### src/rtl/reg_write_arbiter.sv
// Register-file write-port arbiter.
// A single-cycle ALU result and a queue of long-latency LSU results share one
// register-file write port. The ALU always wins; LSU results wait in a small
// FIFO and drain whenever the ALU is idle. A per-register scoreboard tracks
// destinations of issued long-latency ops until their result is written.
//
// Handshakes:
//   ALU : alu_valid & (alu_reg != 0) is a write this cycle. No backpressure.
//         alu_reg == 0 is a no-op.
//   LSU : a result transfers on a rising edge where lsu_valid & lsu_ready.
//         lsu_ready depends only on the registered FIFO occupancy, never on a
//         same-cycle pop, so it has no combinational path from the inputs.
//         A transfer with lsu_reg == 0 is consumed but never queued.
module reg_write_arbiter #(
  parameter int WORD_SIZE    = 32,
  parameter int ADDRESS_SIZE = 5,
  parameter int DEPTH        = 4
) (
  input  logic                         clk,
  input  logic                         rst,
  input  logic                         alu_valid,
  input  logic [ADDRESS_SIZE-1:0]      alu_reg,
  input  logic [WORD_SIZE-1:0]         alu_data,
  input  logic                         lsu_valid,
  output logic                         lsu_ready,
  input  logic [ADDRESS_SIZE-1:0]      lsu_reg,
  input  logic [WORD_SIZE-1:0]         lsu_data,
  input  logic                         issue_valid,
  input  logic [ADDRESS_SIZE-1:0]      issue_reg,
  input  logic [ADDRESS_SIZE-1:0]      query_reg,
  output logic                         query_pending,
  output logic [(1<<ADDRESS_SIZE)-1:0] pending,
  output logic [$clog2(DEPTH):0]       fifo_count,
  output logic                         RegWrite,
  output logic [ADDRESS_SIZE-1:0]      WriteReg,
  output logic [WORD_SIZE-1:0]         WriteData
);

  localparam int PTR_W    = $clog2(DEPTH);
  localparam int CNT_W    = PTR_W + 1;
  localparam int NUM_REGS = 1 << ADDRESS_SIZE;

  // FIFO storage and control
  logic [ADDRESS_SIZE-1:0] fifo_reg_q  [DEPTH];
  logic [WORD_SIZE-1:0]    fifo_data_q [DEPTH];
  logic [PTR_W-1:0]        wr_ptr_q, wr_ptr_d;
  logic [PTR_W-1:0]        rd_ptr_q, rd_ptr_d;
  logic [CNT_W-1:0]        count_q, count_d;

  // Scoreboard
  logic [NUM_REGS-1:0]     pending_q, pending_d;

  // Registered write port
  logic                    regwrite_q, regwrite_d;
  logic [ADDRESS_SIZE-1:0] write_reg_q, write_reg_d;
  logic [WORD_SIZE-1:0]    write_data_q, write_data_d;

  logic                    alu_fire;
  logic                    lsu_accept;
  logic                    push;
  logic                    pop;
  logic                    issue_fire;
  logic [ADDRESS_SIZE-1:0] head_reg;
  logic [WORD_SIZE-1:0]    head_data;

  assign alu_fire   = alu_valid && (alu_reg != '0);
  assign lsu_ready  = (count_q < CNT_W'(DEPTH));
  assign lsu_accept = lsu_valid && lsu_ready;
  assign push       = lsu_accept && (lsu_reg != '0);
  // Only entries already in the FIFO at this edge can be popped, so a result
  // pushed this edge is never written before the next edge.
  assign pop        = !alu_fire && (count_q != '0);
  assign issue_fire = issue_valid && (issue_reg != '0);
  assign head_reg   = fifo_reg_q[rd_ptr_q];
  assign head_data  = fifo_data_q[rd_ptr_q];

  // FIFO pointer and occupancy next-state; pointers wrap naturally at DEPTH
  always_comb begin
    wr_ptr_d = wr_ptr_q;
    rd_ptr_d = rd_ptr_q;
    if (push) wr_ptr_d = wr_ptr_q + PTR_W'(1);
    if (pop)  rd_ptr_d = rd_ptr_q + PTR_W'(1);
    count_d = count_q + CNT_W'(push) - CNT_W'(pop);
  end

  // Scoreboard next-state: clear on pop, then set so a coincident issue wins
  always_comb begin
    pending_d = pending_q;
    if (pop)        pending_d[head_reg]  = 1'b0;
    if (issue_fire) pending_d[issue_reg] = 1'b1;
    pending_d[0] = 1'b0;
  end

  // Write-port selection: ALU first, then FIFO head, else hold data
  always_comb begin
    regwrite_d   = 1'b0;
    write_reg_d  = write_reg_q;
    write_data_d = write_data_q;
    if (alu_fire) begin
      regwrite_d   = 1'b1;
      write_reg_d  = alu_reg;
      write_data_d = alu_data;
    end else if (pop) begin
      regwrite_d   = 1'b1;
      write_reg_d  = head_reg;
      write_data_d = head_data;
    end
  end

  // Control state with synchronous reset
  always_ff @(posedge clk) begin
    if (rst) begin
      wr_ptr_q     <= '0;
      rd_ptr_q     <= '0;
      count_q      <= '0;
      pending_q    <= '0;
      regwrite_q   <= 1'b0;
      write_reg_q  <= '0;
      write_data_q <= '0;
    end else begin
      wr_ptr_q     <= wr_ptr_d;
      rd_ptr_q     <= rd_ptr_d;
      count_q      <= count_d;
      pending_q    <= pending_d;
      regwrite_q   <= regwrite_d;
      write_reg_q  <= write_reg_d;
      write_data_q <= write_data_d;
    end
  end

  // FIFO storage; contents need no reset because the pointers gate them
  always_ff @(posedge clk) begin
    if (push && !rst) begin
      fifo_reg_q[wr_ptr_q]  <= lsu_reg;
      fifo_data_q[wr_ptr_q] <= lsu_data;
    end
  end

  assign pending       = pending_q;
  assign query_pending = pending_q[query_reg];
  assign fifo_count    = count_q;
  assign RegWrite      = regwrite_q;
  assign WriteReg      = write_reg_q;
  assign WriteData     = write_data_q;

endmodule

### config.mk
export PLATFORM = sky130hd
export DESIGN_NAME = reg_write_arbiter
export DESIGN_NICKNAME = d
export VERILOG_FILES = /design/src/rtl/reg_write_arbiter.sv
export SDC_FILE = /design/constraint.sdc
export NUM_CORES = 1
export LEC_CHECK = 0
export CORE_MARGIN = 10
export CORE_UTILIZATION = 30
export DETAILED_ROUTE_END_ITERATION = 10
export PLACE_DENSITY = 0.51
export RECOVER_POWER = 100
export SETUP_SLACK_MARGIN = 0.02
export SYNTH_ARGS = -nofsm -noshare
export SYNTH_HDL_FRONTEND = slang
export SYNTH_SLANG_ARGS = --single-unit
### constraint.sdc
create_clock -name clk -period 3.7 [get_ports clk]
set_input_delay 1.11 -clock clk [delete_from_list [all_inputs] [get_ports clk]]
set_output_delay 1.11 -clock clk [all_outputs]
set_load 0.05 [all_outputs]
## Word-level counts from Yosys, hierarchy flattened

Memory sizes are Yosys's and may differ from the RTL's. A register that Yosys moved wholly into a read port is not among the register bits.
Index checks and enable logic that the tools add are counted.

| storage, ports and cells | value |
|---|---|
| bits in registers | 77 |
| input bits | 89 |
| logic and storage cells | 58 |
| output and inout bits | 75 |
| memories | 2 |
| memory bits (writable) | 148 |

| operators by class | value |
|---|---|
| muxes and demuxes | 20 |
| add/sub/neg operators | 4 |
| reduce and logical (&&, ||, !) cells | 15 |
| order comparisons | 6 |
| bitwise operators | 3 |

Memory list:

| name | words | bits a word | rd ports | clocked after Yosys merged registers in | write ports | RTL line | source |
|---|---|---|---|---|---|---|---|
| fifo_data_q | 4 | 32 | 1 | 1 | 1 | 45 | `logic [WORD_SIZE-1:0] fifo_data_q [DEPTH];` |
| fifo_reg_q | 4 | 5 | 1 | 1 | 1 | 44 | `logic [ADDRESS_SIZE-1:0] fifo_reg_q [DEPTH];` |

Operators with widths:

| cell | count |
|---|---|
| $mux W32 | 4 |
| $and A32 B32 Y32 | 1 |
| $not A32 Y32 | 1 |
| $or A32 B32 Y32 | 1 |
| $lt A5 B6 Y1 const B | 3 |
| $reduce_bool A5 Y1 | 3 |
| $demux W1 S5 | 2 |
| $ge A5 B1 Y1 const B | 2 |
| $mux W5 | 2 |
| $logic_and A1 B1 Y1 | 8 |
| $mux W2 | 4 |
| $mux W1 | 7 |
| $bmux W1 S5 | 1 |
| $add A2 B1 Y2 const B | 2 |
| $add A3 B1 Y3 | 1 |
| $lt A3 B3 Y1 const B | 1 |
| $reduce_bool A3 Y1 | 1 |
| $sub A3 B1 Y3 | 1 |
| $logic_not A1 Y1 | 2 |
| $reduce_bool A2 Y1 | 1 |

## Logic depth before layout (Yosys ltp)

| depth | value |
|---|---|
| depth in word-level cells | 9 |
| mapped depth | 11 |
| mapped depth without buffers | 11 |

## Least setup slack after synthesis

No wires, ideal clock.

| path | value |
|---|---|
| path kind | input to output |
| from | input query_reg[1] |
| to | output query_pending |
| stages | 5 |
| path buffers | 1 |
| required time | 2,590 ps |
| arrival time | 2,612 ps |
| setup slack | -22 ps |
| path through | buf_2 > mux4_2 > and3_1 > o21ai_0 > nand4_1 |

| between the ends | value |
|---|---|
| longest elaborated chain between the ends | 2 |

Ends and longest elaborated chain:

| item | RTL line | source |
|---|---|---|
| from (decl) | 30 | `input logic [ADDRESS_SIZE-1:0] query_reg,` |
| $bmux W1 S5 | 140 | `assign query_pending = pending_q[query_reg];` |
| $mux W1 (not written as such) | 140 |  |
| to (decl) | 31 | `output logic query_pending,` |

No other way between the ends. The select of a mux whose other input is x is not followed.

## Worst setup path after layout

Same ends and word-level chain as after synthesis.

==> impl_results.md <==
* Pre-CTS setup slack at -0.425 ns
* Post-synth top flop: edfxtp_1
* Slew Limit Fails at 0
* Final Util at between 30% and 40%
* Initial cell density of the core at between 30% and 40%
* Hold Startpoint: WriteData[9]
* Worst path slowest cell: mux4_2
* Via-to-Cell Ratio at just under 5
* Cell Int Power at between 5 and 6 mW
* Setup_tns at 0 ns
* CP startpoint: query_reg[1]
* Chip width at just under 200 µm
* Share of the synthesized area in the top cell type at a little under half
* Simple-gate share of the synthesized area at between 10% and 20%
* EDFF count, synth at 148
* Final Hold Viols at 0
* Hold Buf Count CTS at 0
* Largest net degree at the start of global routing at about 80
* Post-Route Skew at between 0.015 and 0.02 ns
* Synth Cell Area at 9370 µm²
* 1st-iter DRT viols at roughly 300
* Die area at about 39,000 µm²
* Xor/xnor share of the synthesized area at 0.467%
* Total number of vias at just over 6k
* CTS Buf Count at 26
* Drt total wl at between 20,000 and 30,000 µm
* Leakage at 4.18 nW
* Post-route DRC violation count at 0
* I/O Pins at around 160
* Root Driver: clkbuf_16
* Comb pwr share at 25.9%
* Initial antenna violation count at 5
* Yosys warnings at 0
* Post-synthesis compound-gate area fraction at 7.78%
* Routed len/inst at just over 20 µm
* Power Density at about 630 nW/µm²
* Sequential cell area fraction in the yosys report at 64.1%
* Syn nets at approximately 770
* Critical path data required time at 2.59 ns
* Leading area contributor after synthesis: edfxtp_1
* Fin crit period at approximately 3.6 ns
* Initial DRT Pass Iterations at 4
* Max-Cap Viols at 0
* #FFs+latches synth at 226
* Hold Crit Class: register to register
* Post-Synth Adder-Cell Area at roughly 1.0%
* Tightest Pin Transition at between 1 and 1.5 ns
* Worst Path Arrival at 2.50 ns
* Routed Antenna Nets at 0
* Port buffer count at between 150 and 200
* CP endpoint kind: primary output
* Clock Latency Late Sink at about 0.52 ns
* Bufs on Longest Clock Path at 3
* Setup slack after layout at 0.0920 ns
* Critical path's largest stage delay at a little over 0.5 ns
* Crit path max-delay family: multiplexers
* Pwr Total at approximately 7.7 mW
* Final worst-path cycle share at about 98%
* Leading post-synthesis cells by cell area: edfxtp_1 47%, dfxtp_1 17%, mux4_2 10%
* Main combinational cell family by area after synthesis: simple AND/OR/NAND/NOR gates
* Placer Congestion at approximately 0.78
* Ys async rst share at 0%
* Commonest non-fill, non-tap cell in the layout: edfxtp_1
* Setup CP Type: primary input to primary output
* H-tree Lvls at 1
* Cell row count at 64
* Flop pwr share at between 30% and 40%
* Yosys cell types at 50
* First-pass GRT wire length at between 40,000 and 50,000 µm
* Clock Sinks at ~230
* Worst VDD drop at approximately 0.34 mV
* P&R area growth vs syn at 30.8%
* Status: completed
* Rel. slew slack at between 20% and 30%
* Share of layout cells above drive strength 1 at approximately 15%
* Remaining Overflow, GRT at 0
* GRT Total Usage at 13.1%
* Most frequent cells in the layout: 148 x edfxtp_1, 113 x nor2_1, 112 x dlygate4sd3_1
* Avg Inst Size Synth at between 10 and 15 µm²
* Nature of the critical path startpoint: primary input
* DIE HEIGHT at 197 µm
* NetSw at between 2 and 2.5 mW
* HPWL reported at the end of detailed placement at roughly 18,000 µm
* Clk pin slew, worst setup/hold paths at 0.06 ns
* Vias in the first global route at 6,450
* Crit path buf inv count at 2
* Cells after Synth at ~670
* Switch share at a little under a third
* Cell Chain, Critical Path: clkbuf_2, mux4_2, and4b_1, a41oi_1, nand4_1, buf_6
* Post-synthesis mux area share at ~11%
* Fin nets at about 940
* Final setup viols at 0
* CP max FO at 5
* RSZ-0062 raised after global routing: no
* Core Footprint at between 30,000 and 40,000 µm²
* Peak Freq at approximately 0.28 GHz
* Clock network power share at between 30% and 40%
* CTS tree: built
## power by group through the flow
stage          combinational [mW]  clock [mW]  sequential [mW]
5_1_grt                      2.18        2.87             3.08
6_report                     2.00        2.69             3.05
2_1_floorplan                1.10           0             3.40
4_1_cts                      2.15        2.76             3.06
3_3_place_gp                 2.13           0             3.11
3_5_place_dp                 2.14           0             3.11
## worst paths after layout
check | slack [ns] | to | cells after the start
setup / recovery | 0.09 | query_pending | 6
hold / removal | 0.48 | WriteData[9] | 2
setup reg to reg | 1.12 | pending[26] | 3
hold reg to reg | 0.48 | WriteData[9] | 2
## stage by stage
stage / cells / hold slack, ns / instance area [µm²]
floorplan: 669 / 0.494 / 9380
CTS: 1257 / 0.482 / 12400
global placement: 1209 / 0.469 / 11500
global route: 1259 / 0.502 / 12300
finish: 1259 / 0.479 / 12300
detailed placement: 1209 / 0.470 / 11500
## routing by layer
layer	GRT usage [%]	wire (µm)	share of wire (%)
met5	0	33	0.13
met1	16.8	11500	44
met3	3.07	1440	5.5
met4	3.17	458	1.8
met2	21.9	12500	48
## sequential cells by signal, indices dropped and copies added (netlist names), named ones only
signal / cells
rd_ptr_q: 2
fifo_count: 3
pending: 31
wr_ptr_q: 2
fifo_reg_q: 20
fifo_data_q: 128
RegWrite: 1
WriteData: 32
WriteReg: 5
## worst reg2reg max path, stage by stage, from the launching register on
cell and delay [ns]:
dfxtp_2 0.82, mux4_2 0.69, nor3b_2 0.72, a311oi_2 0.19
## layout make-up
type                       instances  area [µm²]
sequential                       226        6010
antenna                            2        5.00
fill                            2901       18400
clock inverter                    10         140
clock buffer                      38         777
multi-input combinational        393        3050
inverter                           7        26.3
timing repair buffer             187        1770
tap                              396         495
## cells in the mapped netlist, types with 6 or more instances
master	number
a211oi_1	10
a211oi_2	6
a311oi_1	46
buf_2	12
buf_6	8
clkbuf_1	17
dfxtp_1	78
edfxtp_1	148
ha_1	6
inv_1	7
mux2i_1	6
mux4_2	42
nand2_1	71
nand3b_1	7
nor2_1	113
nor2b_1	12
## what timing repair did
action                     in CTS  in global routing
setup endpoints to repair       1                  0
gates resized for setup         9                  0
setup buffers                   0                  0
## cells by family (layout without fill, tap and decap cells)
family,count (synthesis),in the layout
adder cells (fa/ha/maj),7,7
XOR/XNOR,5,5
buffers and inverters,50,242
AND/OR/NAND/NOR,251,251
AO/OA/AOI/OAI,81,81
flip-flops,226,226
other,1,3
multiplexers,48,48
(Power assumes the default switching activity.)
